<file path="config.mk">
export PLATFORM = sky130hd
export DESIGN_NAME = checker_wb_feeder
export DESIGN_NICKNAME = d
export VERILOG_FILES = /design/src/rtl/checker_wb_feeder.sv
export SDC_FILE = /design/constraint.sdc
export NUM_CORES = 1
export LEC_CHECK = 0
export BUFFER_PORTS_ARGS = -buffer_cell sky130_fd_sc_hd__buf_2
export CAP_MARGIN = 0
export CELL_PAD_IN_SITES_DETAIL_PLACEMENT = 1
export CELL_PAD_IN_SITES_GLOBAL_PLACEMENT = 1
export CORE_MARGIN = 4
export CORE_UTILIZATION = 39
export CTS_BUF_LIST = sky130_fd_sc_hd__clkbuf_2 sky130_fd_sc_hd__clkbuf_4 sky130_fd_sc_hd__clkbuf_8
export CTS_CLUSTER_DIAMETER = 60
export DETAILED_ROUTE_END_ITERATION = 10
export PLACE_DENSITY_LB_ADDON = 0.1
export SLEW_MARGIN = 20
export SYNTH_ARGS = -nofsm -noshare
export SYNTH_HDL_FRONTEND = slang
export SYNTH_SLANG_ARGS = --single-unit
</file>
<file path="constraint.sdc">
create_clock -name sys_clk -period 6.9 [get_ports sys_clk]
set_clock_uncertainty 0.1 [all_clocks]
set_input_delay 1.38 -clock sys_clk [delete_from_list [all_inputs] [get_ports sys_clk]]
set_output_delay 1.38 -clock sys_clk [all_outputs]
set_load 0.05 [all_outputs]
</file>
<file path="src/rtl/checker_wb_feeder.sv">
// Wishbone write master that unpacks a 64-bit stream into pairs of 32-bit writes into checker memory.
// Optional build macro: CHECKER_FEEDER_TIMEOUT_EN adds a 16-bit ack timeout on the strobe.
module checker_wb_feeder #(
  parameter logic [3:0] csr_addr  = 4'h0,
  parameter int         adr_width = 15
) (
  input  logic        sys_clk,
  input  logic        sys_rst,
  input  logic [63:0] s_data,
  input  logic        s_valid,
  input  logic        s_last,
  output logic        s_ready,
  output logic [31:0] wb_adr_o,
  output logic [31:0] wb_dat_o,
  output logic [3:0]  wb_sel_o,
  output logic        wb_stb_o,
  output logic        wb_cyc_o,
  output logic        wb_we_o,
  input  logic        wb_ack_i,
  input  logic [13:0] csr_a,
  input  logic        csr_we,
  input  logic [31:0] csr_di,
  output logic [31:0] csr_do,
  output logic        irq
);

  typedef enum logic [2:0] {S_IDLE, S_WAIT, S_WR_LO, S_WR_HI, S_DONE} state_t;
  state_t r_state, w_next;

  logic [28:0]          r_base;
  logic [31:0]          r_ptr_base;
  logic [adr_width-1:0] r_off;
  logic [31:0]          r_count;
  logic                 r_busy, r_irq_en, r_done, r_timeout, r_last;
  logic [63:0]          r_data;
  logic                 r_stb, r_cyc;
  logic [31:0]          r_adr, r_dat, r_csr_do;

  logic                 w_csr_sel, w_wr_ctrl, w_wr_base, w_wr_stat;
  logic                 w_start, w_hs, w_ack, w_to;
  logic [adr_width-1:0] w_win_lo, w_win_hi;
  logic [31:0]          w_adr_lo, w_adr_hi, w_csr_rd;
  logic                 w_unused;

  assign w_csr_sel = (csr_a[13:10] == csr_addr);
  assign w_wr_ctrl = csr_we & w_csr_sel & (csr_a[2:0] == 3'd0);
  assign w_wr_base = csr_we & w_csr_sel & (csr_a[2:0] == 3'd1);
  assign w_wr_stat = csr_we & w_csr_sel & (csr_a[2:0] == 3'd3);
  assign w_start   = w_wr_ctrl & csr_di[0] & (r_state == S_IDLE);
  assign w_hs      = s_valid & s_ready;
  assign w_ack     = r_stb & wb_ack_i;
  assign w_unused  = ^{csr_a[9:3], csr_di[2]};

  // Offset wraps inside the low adr_width bits; the bits above come straight from BASE.
  assign w_win_lo = r_ptr_base[adr_width-1:0] + r_off;
  assign w_win_hi = w_win_lo + adr_width'(4);
  assign w_adr_lo = {r_ptr_base[31:adr_width], w_win_lo};
  assign w_adr_hi = {r_ptr_base[31:adr_width], w_win_hi};

`ifdef CHECKER_FEEDER_TIMEOUT_EN
  logic [15:0] r_to_cnt;

  always_ff @(posedge sys_clk) begin
    if (sys_rst || !r_stb || wb_ack_i) r_to_cnt <= '0;
    else if (r_to_cnt != 16'hffff)      r_to_cnt <= r_to_cnt + 16'd1;
  end

  assign w_to = r_stb & ~wb_ack_i & (r_to_cnt == 16'hffff);
`else
  assign w_to = 1'b0;
`endif

  always_ff @(posedge sys_clk) begin
    if (sys_rst) r_state <= S_IDLE;
    else         r_state <= w_next;
  end

  always_comb begin
    w_next  = r_state;
    s_ready = 1'b0;
    case (r_state)
      S_IDLE:  if (w_start) w_next = S_WAIT;
      S_WAIT: begin
        s_ready = 1'b1;
        if (s_valid) w_next = S_WR_LO;
      end
      S_WR_LO: begin
        if (w_ack)     w_next = S_WR_HI;
        else if (w_to) w_next = S_IDLE;
      end
      S_WR_HI: begin
        if (w_ack)     w_next = r_last ? S_DONE : S_WAIT;
        else if (w_to) w_next = S_IDLE;
      end
      S_DONE:  w_next = S_IDLE;
      default: w_next = S_IDLE;
    endcase
  end

  always_comb begin
    w_csr_rd = '0;
    case (csr_a[2:0])
      3'd0:    w_csr_rd = {30'd0, r_irq_en, r_busy};
      3'd1:    w_csr_rd = {r_base, 3'b000};
      3'd2:    w_csr_rd = r_count;
      3'd3:    w_csr_rd = {30'd0, r_timeout, r_done};
      default: w_csr_rd = '0;
    endcase
  end

  always_ff @(posedge sys_clk) begin
    if (w_hs) r_data <= s_data;
  end

  always_ff @(posedge sys_clk) begin
    if (sys_rst) begin
      r_base     <= '0;
      r_ptr_base <= '0;
      r_off      <= '0;
      r_count    <= '0;
      r_busy     <= 1'b0;
      r_irq_en   <= 1'b0;
      r_done     <= 1'b0;
      r_timeout  <= 1'b0;
      r_last     <= 1'b0;
      r_stb      <= 1'b0;
      r_cyc      <= 1'b0;
      r_adr      <= '0;
      r_dat      <= '0;
      r_csr_do   <= '0;
    end else begin
      if (w_wr_ctrl) r_irq_en <= csr_di[1];
      if (w_wr_base) r_base   <= csr_di[31:3];
      if (w_wr_stat && csr_di[0]) r_done    <= 1'b0;
      if (w_wr_stat && csr_di[1]) r_timeout <= 1'b0;
      if (w_hs) r_last <= s_last;
      if (w_start) begin
        r_busy     <= 1'b1;
        r_count    <= '0;
        r_off      <= '0;
        r_ptr_base <= {r_base, 3'b000};
        r_done     <= 1'b0;
        r_timeout  <= 1'b0;
      end
      // Strobe rises one cycle after entering a write state and falls on ack, leaving a gap.
      case (r_state)
        S_WR_LO: begin
          if (w_ack) r_stb <= 1'b0;
          else if (!w_to) begin
            r_stb <= 1'b1;
            r_cyc <= 1'b1;
            r_adr <= w_adr_lo;
            r_dat <= r_data[31:0];
          end
        end
        S_WR_HI: begin
          if (w_ack) begin
            r_stb   <= 1'b0;
            r_cyc   <= 1'b0;
            r_count <= r_count + 32'd1;
            r_off   <= r_off + adr_width'(8);
          end else if (!w_to) begin
            r_stb <= 1'b1;
            r_cyc <= 1'b1;
            r_adr <= w_adr_hi;
            r_dat <= r_data[63:32];
          end
        end
        S_DONE: begin
          r_done <= 1'b1;
          r_busy <= 1'b0;
        end
        default: ;
      endcase
      if (w_to) begin
        r_stb     <= 1'b0;
        r_cyc     <= 1'b0;
        r_timeout <= 1'b1;
        r_busy    <= 1'b0;
      end
      r_csr_do <= w_csr_sel ? w_csr_rd : 32'd0;
    end
  end

  assign wb_adr_o = r_adr;
  assign wb_dat_o = r_dat;
  assign wb_sel_o = 4'hf;
  assign wb_stb_o = r_stb;
  assign wb_cyc_o = r_cyc;
  assign wb_we_o  = r_cyc;
  assign csr_do   = r_csr_do;
  assign irq      = r_irq_en & (r_done | r_timeout);

endmodule

</file>
==> results of run 1 <==
[metrics by stage]
| step | cells | hold WS [ns] | power (mW) |
|---|---|---|---|
| global route | 1742 | 0.373 | 3.44 |
| finish | 1742 | 0.350 | 3.29 |
| global placement | 1662 | 0.340 | 1.88 |
| CTS | 1742 | 0.358 | 3.35 |
| detailed placement | 1662 | 0.344 | 1.88 |
| floorplan | 1144 | 0.327 | 1.82 |
[power breakdown]
part / switching (mW) / leakage, nW / internal, mW
Sequential: 0.0111 / 2.27 / 1.67
Clock: 0.625 / 0.503 / 0.822
Combinational: 0.121 / 2.22 / 0.0481
[final cells by class]
type	instances	share of cell area (%)
repair buffers	221	8.78
multi-input cells	790	33.2
clock inverters	6	0.270
inverters	5	0.144
clock buffers	74	6.92
well taps	372	3.58
flip-flops and latches	274	47.1
[placed cells by master (no fill, tap or decap), types with 5 or more instances in the layout]
cell        n
o21ai_0    10
edfxtp_1   64
buf_4      14
a21oi_1    95
ha_1       14
xnor2_1    14
and3_1     13
nor3_1     11
nand3_1    31
clkbuf_8   55
a211oi_1   11
nand2_1   249
and2_1     11
a21o_1      5
a311oi_1   35
dfxtp_1   210
a22oi_1    30
nand4_1    15
or3_1       6
inv_1       5
buf_2     207
xor2_1     31
and4_1      8
clkbuf_4   19
nor2_1    140
[metal layers]
metal  global-route usage, %  vias up
met2                    30.9      221
met1                    24.7     4154
li1                        -     4349
met5                       0        -
met4                    4.22        6
met3                    6.20       46
[how the worst min path moves through the flow]
stage               slack (ns)      startpoint              to
floorplan                 0.33        r_off[0]     wb_adr_o[0]
global placement          0.34  r_ptr_base[20]  r_ptr_base[20]
detailed placement        0.34        r_off[1]        r_off[1]
CTS                       0.36    wb_adr_o[21]    wb_adr_o[21]
global route              0.37  r_ptr_base[25]    wb_adr_o[25]
finish                    0.35        r_off[0]     wb_adr_o[0]
[sequential cells by signal, indices dropped and copies added, names as in the netlist]
name and cells:
r_busy 1, wb_stb_o 1, r_count 32, r_state 3, csr_do 32, r_data 64
r_irq_en 1, wb_dat_o 32, r_base 29, r_done 1, wb_cyc_o 1, r_last 1
wb_adr_o 32, r_ptr_base 29, r_off 15
[kinds of logic (layout without fill, tap and decap cells)]
| family | after synthesis | in the layout | share of synthesized area, % |
|---|---|---|---|
| other cells | 1 | 4 | 0.0348 |
| xor+xnor | 45 | 45 | 3.66 |
| mux | 8 | 8 | 0.789 |
| compound gates | 203 | 203 | 12.2 |
| simple gates | 515 | 515 | 21.1 |
| buf+inv | 80 | 306 | 3.60 |
| flops | 274 | 274 | 56.8 |
| fa+ha+maj | 15 | 15 | 1.81 |
[worst max-delay path, delay by kind of cell]
family | cells | cell delay, ns
buf+inv | 2 | 0.40
simple gates | 6 | 1.80
compound gates | 1 | 0.08
==> results by group, run 1 <==
Run status
  – Status: finished, final reports clean

Finish
  – Reg area: around 6000 µm²
  – ANT cells: 0
  – Area growth syn-to-layout: 20.6%
  – Final cell utilization of the core: 48.0%
  – Fill count: 3183
  – Layout Nets: 1469
  – Share of cells above drive strength 1: 23.0%
  – Design Area, Final: roughly 13000 µm²
  – Area of the multi-input gates: 4310 µm²

Synthesis
  – Warnings from Yosys: 0
  – Share of the synthesized area in the top cell type: 39.0%
  – Syn Inst Count: 1141
  – Area leader, netlist: dfxtp_1
  – Most common cell in the netlist: nand2_1
  – Yosys cell types: 60
  – Top cells by area, synth: dfxtp_1 39%, edfxtp_1 18%, nand2_1 8.7%
  – Top FF cell, synth: dfxtp_1
  – Yosys reg bits: 274
  – Commonest cells post-synth: 249 x nand2_1, 210 x dfxtp_1, 140 x nor2_1
  – Register area share after synthesis: 56.8%
  – Synth async-reset ratio: 0%
  – EDFF count, synth: 64
  – Mapped Area: 10800 µm²
  – Avg Cell Area, Syn: 9.45 µm²

Setup path
  – Setup crit start: csr_a[11]
  – Crit end category: register
  – RR Startpoint: r_off[3]
  – Critical Path End: r_off[9]
  – CP Data Arrival Time: 3.66 ns
  – Worst setup SP type: input pin
  – CP max stage delay: about 0.56 ns
  – Internal reg-to-reg setup slack: 3.82 ns
  – Worst reg2reg path depth: 9
  – Crit Path Category: in2reg
  – Slowest stage cell, crit path: or4_4
  – Worst endpoint required time: 7.19 ns
  – Worst-path cell chain: buf_2 -> or4_4 -> nor3b_4 -> nand4b_1 -> or3_1 -> buf_4 -> nand3_1 -> o21ai_0 -> nor2b_1
  – Reg-to-Reg End: wb_adr_o[14]
  – Crit-path max FO: 36

Clock network
  – CTS buffer count: 46
  – Post-CTS sizing: 0
  – H-Tree Depth: 2
  – Clock Latency Late Sink: between 0.5 and 0.6 ns
  – Hold Buf Count CTS: 0
  – Clock Tree Buf Depth: 3
  – Post-CTS Setup Bufs: 0
  – Reg clk slew, reported paths: 0.06 ns
  – Clock Sinks: 274
  – CTS tree: yes
  – Root Driver: clkbuf_8

Die
  – Core area: 27100 µm²
  – Die Area: 30400 µm²
  – Top Ports: 221
  – Starting Density: 39.8%
  – Die width: 174 µm
  – Die H: 174 µm
  – # rows: 60

Routing
  – Final wirelength: between 20 and 30 mm
  – Vias/cell: just over 5
  – Per-cell routed wire length: 16.8 µm
  – Top Metal Used: met5
  – DRC: 0
  – Initial DRC Count: 387
  – Metal-1 WL: 13.4 mm
  – Drt pass-1 iters: 4
  – Met3 wire len: 2.35 mm
  – WL met2: 13.1 mm
  – Via count: between 8000 and 9000
  – ANT nets after route: 0

Timing
  – Final Hold Vio Count: 0
  – Slew HR: 42.3%
  – Fmax: about 0.30 GHz
  – Worst-Margin Slew: 0.866 ns
  – Slew Limit Fails: 0
  – RSZ-0062 raised after global routing: false
  – Final min period: between 3 and 4 ns
  – Tcrit/Tclk final: about half
  – Post-route setup TNS: 0 ns
  – Final setup viols: 0
  – Final setup margin: ~3.5 ns

Flow run
  – Max Cap Viol: 0

Place
  – Post-DP HPWL: 20.1 mm
  – Pre-CTS WS: 2.98 ns
  – I/O Buffers: 208
  – Placed Instance Area: between 10000 and 15000 µm²
  – Placer's final routability congestion estimate: 0.747

Pwr
  – Power per cell area: between 200 and 300 nW/µm²
  – Pleak: about 5.0 nW
  – Peak VDD IR: 150 µV

Hold path
  – Hold Path Stages: 2
  – Hold Path Class: reg2reg

Global routing
  – Total GRT Usage: 18.9%
  – Largest net degree at the start of global routing: 73
  – First-pass GRT wire length: 47.6 mm
  – Total gr overflow: 0
  – Initial antenna violation count: 3
  – Vias in the first global route: between 9000 and 10000
Note: power is estimated with default switching activity, not from simulation.
==> inputs of run 2 (changes only) <==
CORE_UTILIZATION = 43   (was 39)
clock period = 3.2 ns   (was 6.9 ns; I/O delays follow)
==> run 2 against run 1 <==
Net effect: sequential cell count stayed put; critical path depth stayed put; global-route usage is 1.5 points higher; critical path type is now reg2reg; cell count is 2.0% lower; combinational power is 120% higher.
==> results by group, run 2 (synthesis results as in run 1) <==
Finish
  – Largest Register: r_data (unchanged)
  – Share of cells above drive strength 1: 23.3% (was 23.0%)
  – Most frequent cells in the layout: 249 x nand2_1, 210 x dfxtp_1, 207 x buf_2, 140 x nor2_1, 95 x a21oi_1 (unchanged)
  – Fill count: 2871 (was 3183)
  – Commonest non-fill, non-tap cell in the layout: nand2_1 (unchanged)
  – Layout Nets: 1476 (was 1469)
  – Max FFs per register: 64 (unchanged)
  – Area growth syn-to-layout: 20.9% (was 20.6%)

Setup path
  – CP max stage delay: 0.44 ns (was 0.56 ns)
  – Crit path buffers/inverters: 0 (was 2)
  – WP depth: 9 (unchanged)
  – Crit path max-delay family: simple AND/OR/NAND/NOR gates (unchanged)
  – Slowest stage cell, crit path: nor4_2 (was or4_4)
  – Crit-path max FO: 5 (was 36)
  – CP Data Arrival Time: 3.36 ns (was 3.66 ns)
  – Crit end category: register (unchanged)
  – Reg-to-Reg End: wb_adr_o[14] (unchanged)
  – Worst setup SP type: register (was input pin)
  – Internal reg-to-reg setup slack: 0.22 ns (was 3.82 ns)
  – Worst reg2reg path depth: 9 (unchanged)
  – Crit Path Category: reg2reg (was in2reg)
  – RR Startpoint: r_off[3] (unchanged)
  – Worst-path cell chain: ha_1 -> fa_1 -> a21o_1 -> a221oi_1 -> xnor2_1 -> nand4_1 -> nor4_2 -> a211oi_1 -> nor4_1 (was buf_2 -> or4_4 -> nor3b_4 -> nand4b_1 -> or3_1 -> buf_4 -> nand3_1 -> o21ai_0 -> nor2b_1)
  – Worst endpoint required time: 3.57 ns (was 7.19 ns)

Routing
  – Initial DRC Count: 401 (was 387)
  – Via count: 8805 (was 8776)
  – ANT nets after route: 0 (unchanged)
  – Drt pass-1 iters: 5 (was 4)
  – Vias/cell: 5.16 (was 5.04)
  – Final wirelength: 29.0 mm (was 29.3 mm)
  – DRC: 0 (unchanged)
  – Per-cell routed wire length: 17.0 µm (was 16.8 µm)

Timing
  – Hold WS: 0.151 ns (was 0.350 ns)
  – Final setup viols: 0 (unchanged)
  – RSZ-0062 raised after global routing: true (was false)
  – Fmax: 0.335 GHz
  – Slew Limit Fails: 0 (unchanged)
  – Worst-Margin Slew: 1.10 ns (was 0.866 ns)
  – Final Hold Vio Count: 0 (unchanged)
  – Post-route setup TNS: 0 ns (unchanged)
  – Final min period: 2.98 ns
  – Tcrit/Tclk final: 93.2%
  – Slew HR: 26.8% (was 42.3%)

Die
  – Core area: 24500 µm² (was 27100 µm²)
  – Starting Density: 44.1% (was 39.8%)
  – Top Ports: 221 (unchanged)
  – Die width: 166 µm (was 174 µm)
  – Die H: 166 µm (was 174 µm)
  – Die Area: 27700 µm² (was 30400 µm²)
  – # rows: 57 (was 60)

Pwr
  – Power per cell area: 542 nW/µm² (was 253 nW/µm²)
  – Tot Pwr: 7.06 mW (was 3.29 mW)
  – Pleak: 5.02 nW (was 4.99 nW)
  – Peak VDD IR: 405 µV (was 150 µV)

Clock network
  – CTS tree: yes (unchanged)
  – CTS buffer count: 46 (unchanged)
  – Root Driver: clkbuf_8 (unchanged)
  – Clock Latency Late Sink: 0.56 ns (was 0.55 ns)
  – H-Tree Depth: 2 (unchanged)
  – Clock Tree Buf Depth: 3 (unchanged)
  – Clock Sinks: 274 (unchanged)
  – Reg clk slew, reported paths: 0.06 ns (about the same)

Place
  – Placer's final routability congestion estimate: 0.774 (was 0.747)
  – Post-DP HPWL: 20.0 mm (was 20.1 mm)
  – I/O Buffers: 208 (unchanged)

Global routing
  – Total gr overflow: 0 (unchanged)
  – Largest net degree at the start of global routing: 109 (was 73)
  – Total GRT Usage: 20.5% (was 18.9%)
  – Vias in the first global route: 9140 (was 9177)
  – First-pass GRT wire length: 47.0 mm (was 47.6 mm)
  – Initial antenna violation count: 3 (unchanged)

Run status
  – Status: finished, final reports clean (unchanged)

Hold path
  – Hold Path Stages: 1 (was 2)
  – Hold Path Origin: s_data[61] (was r_off[0])
  – Hold Path Class: in2reg (was reg2reg)
  – WHS Endpoint: r_data[61] (was wb_adr_o[0])

Flow run
  – Max Cap Viol: 0 (unchanged)
## run 2: worst max path at each step
stage | start | to
floorplan | s_valid | r_last
global placement | csr_a[11] | r_off[9]
detailed placement | r_off[3] | wb_adr_o[13]
CTS | r_off[3] | wb_adr_o[13]
global route | r_off[3] | wb_adr_o[12]
finish | r_off[3] | wb_adr_o[14]
## run 2: cell type report
type / instances / area [µm²] / share of cell area, %
Sequential cell: 274 / 6130 / 47.0
Multi-Input combinational cell: 790 / 4330 / 33.2
Timing Repair Buffer: 228 / 1230 / 9.44
Antenna cell: 2 / 5.00 / 0.0384
Clock buffer: 71 / 852 / 6.54
Tap cell: 324 / 405 / 3.11
Inverter: 5 / 18.8 / 0.144
Clock inverter: 14 / 70.1 / 0.537
## run 2: per-layer routing
metal	vias up	GRT usage (%)	wire length (µm)	part of all wire, %
met1	4193	26.5	12900	45
met2	202	33.7	13600	47
met3	36	6.55	2080	7.2
met4	4	4.80	372	1.3
met5	-	0	27	0.093
li1	4370	-	-	-
## run 2: repair_timing
item | CTS | global route
setup endpoints to repair | 0 | 3
hold buffers | 0 | 0
buffers inserted | 0 | 0
gates resized for setup | 0 | 2
## run 2: metrics by stage
stage	utilization, %	instances	worst slack, ns	area, µm²
floorplan	-	1144	0.326	10800
global placement	49.5	1621	0.274	12100
detailed placement	49.5	1621	0.142	12100
CTS	53.2	1706	0.138	13000
global route	53.3	1706	-0.0254	13000
finish	53.3	1708	0.216	13000
## run 2: worst register-to-register path, stage by stage, from the launching register on
cell and delay [ns]:
dfxtp_1 0.36, ha_1 0.24, fa_1 0.43, a21o_1 0.24
a221oi_1 0.30, xnor2_1 0.22, nand4_1 0.22, nor4_2 0.44
a211oi_1 0.14, nor4_1 0.24
## run 2: power breakdown
group	switching [mW]	internal, mW
Sequential	0.0249	3.59
Clock	1.38	1.70
Combinational	0.261	0.109
==> inputs of run 3 (changes only) <==
clock period = 3.4 ns   (was 3.2 ns; I/O delays follow)
==> run 3 against run 2 <==
Net effect: fmax is 1.8% lower; sequential cell count stayed put; non-clock buffer count is 2 lower; core utilization is 0.077 points lower; hold slack better by 0.052 ns; critical path depth stayed put; highest routed layer unchanged; clock-buffer cell count is 2 lower; cell count is 0.23% lower; via count is 0.73% higher; combinational power is 5.9% lower; sequential share of layout area is 0.068 points higher.
==> results by group, run 3 (synthesis results as in run 1) <==
Timing
  – Final Hold Vio Count: 0 (unchanged)
  – Fmax: 0.329 GHz (was 0.335 GHz)
  – Tcrit/Tclk final: 89.4% (was 93.2%)
  – Slew Limit Fails: 0 (unchanged)
  – Final setup margin: 0.360 ns (was 0.216 ns)
  – Slew HR: 29.1% (was 26.8%)
  – RSZ-0062 raised after global routing: false (was true)
  – Final setup viols: 0 (unchanged)
  – Final min period: 3.04 ns (was 2.98 ns)
  – Post-route setup TNS: 0 ns (unchanged)
  – Worst-Margin Slew: 1.06 ns (was 1.10 ns)

Clock network
  – Root Driver: clkbuf_8 (unchanged)
  – CTS tree: yes (unchanged)
  – Clock Sinks: 274 (unchanged)
  – H-Tree Depth: 2 (unchanged)
  – Reg clk slew, reported paths: 0.06 ns (about the same)
  – Post-CTS Setup Bufs: 0 (unchanged)
  – Clock Latency Late Sink: 0.56 ns (about the same)
  – CTS buffer count: 46 (unchanged)
  – Hold Buf Count CTS: 0 (unchanged)
  – Post-CTS sizing: 0 (unchanged)
  – Clock Tree Buf Depth: 3 (unchanged)

Finish
  – Commonest non-fill, non-tap cell in the layout: nand2_1 (unchanged)
  – Max FFs per register: 64 (unchanged)
  – Final cell utilization of the core: 53.2% (was 53.3%)
  – Fill count: 2845 (was 2871)
  – Layout Nets: 1474 (was 1476)
  – Largest Register: r_data (unchanged)
  – Area growth syn-to-layout: 20.7% (was 20.9%)
  – Most frequent cells in the layout: 249 x nand2_1, 210 x dfxtp_1, 207 x buf_2, 140 x nor2_1, 95 x a21oi_1 (unchanged)
  – Share of cells above drive strength 1: 23.1% (was 23.3%)

Routing
  – DRC: 0 (unchanged)
  – Final wirelength: 29.1 mm (was 29.0 mm)
  – Per-cell routed wire length: 17.1 µm (was 17.0 µm)
  – ANT nets after route: 0 (unchanged)
  – Vias/cell: 5.20 (was 5.16)
  – Initial DRC Count: 420 (was 401)
  – Via count: 8869 (was 8805)
  – Drt pass-1 iters: 5 (unchanged)

Global routing
  – Largest net degree at the start of global routing: 66 (was 109)
  – First-pass GRT wire length: 47.3 mm (was 47.0 mm)
  – Initial antenna violation count: 1 (was 3)
  – Total gr overflow: 0 (unchanged)
  – Vias in the first global route: 9221 (was 9140)
  – Total GRT Usage: 20.5% (about the same)

Die
  – Top Ports: 221 (unchanged)
  – Die Area: 27700 µm² (unchanged)
  – Core area: 24500 µm² (unchanged)
  – Starting Density: 44.1% (unchanged)
  – # rows: 57 (unchanged)
  – Die width: 166 µm (unchanged)
  – Die H: 166 µm (unchanged)

Setup path
  – CP Data Arrival Time: 3.40 ns (was 3.36 ns)
  – Crit Path Category: reg2reg (unchanged)
  – Worst endpoint required time: 3.76 ns (was 3.57 ns)
  – Crit end category: register (unchanged)
  – Worst setup SP type: register (unchanged)
  – Crit-path max FO: 5 (unchanged)

Place
  – I/O Buffers: 208 (unchanged)
  – Placer's final routability congestion estimate: 0.776 (was 0.774)
  – Post-DP HPWL: 20.5 mm (was 20.0 mm)
  – Pre-CTS WS: 0.326 ns (was 0.142 ns)

Pwr
  – Tot Pwr: 6.72 mW (was 7.06 mW)
  – Power per cell area: 517 nW/µm² (was 542 nW/µm²)
  – Peak VDD IR: 303 µV (was 405 µV)
  – Pleak: 5.02 nW (about the same)

Flow run
  – Max Cap Viol: 0 (unchanged)

Run status
  – Status: finished, final reports clean (unchanged)

Hold path
  – Hold Path Class: in2reg (unchanged)
[run 3: final cells by class]
type | count | area, µm² | share of cell area (%)
Sequential cell | 274 | 6130 | 47.1
Tap cell | 324 | 405 | 3.11
Clock buffer | 69 | 868 | 6.67
Inverter | 5 | 18.8 | 0.144
Clock inverter | 15 | 76.3 | 0.586
Multi-Input combinational cell | 790 | 4320 | 33.2
Antenna cell | 1 | 2.50 | 0.0192
Timing Repair Buffer | 226 | 1200 | 9.25
[run 3: path summary, 6_finish.rpt]
kind,from,to,slack [ns],cells after the start
worst max register to register,r_off[3],wb_adr_o[12],0.36,9
worst min register to register,r_ptr_base[27],r_ptr_base[27],0.35,2
worst min-delay path,s_data[46],r_data[46],0.20,1
worst max-delay path,r_off[3],wb_adr_o[12],0.36,9
[run 3: stage by stage]
stage,std cells,hold WS (ns),area (µm²)
floorplan,1144,0.327,10800
global placement,1619,0.339,12100
detailed placement,1619,0.347,12100
CTS,1703,0.162,13000
global route,1703,0.167,13000
finish,1704,0.203,13000
[run 3: routing by layer]
layer / GRT usage, % / vias up / part of all wire (%)
met2: 34.9 / 220 / 47
li1: - / 4364 / -
met3: 6.90 / 43 / 7.7
met5: 0 / - / 0.045
met4: 5.19 / 2 / 1.9
met1: 25.1 / 4240 / 43
[run 3: report_power, final]
group          switching, mW  internal (mW)
sequential            0.0229           3.38
clock                   1.33           1.64
combinational          0.246          0.102
[run 3: worst max-delay path, stage by stage (launching register included)]
cell	delay [ns]
dfxtp_1	0.36
ha_1	0.24
fa_1	0.43
a21o_1	0.24
a221oi_1	0.30
xnor2_1	0.23
nand4_1	0.21
nor4_2	0.44
xnor2_1	0.15
a211oi_1	0.25
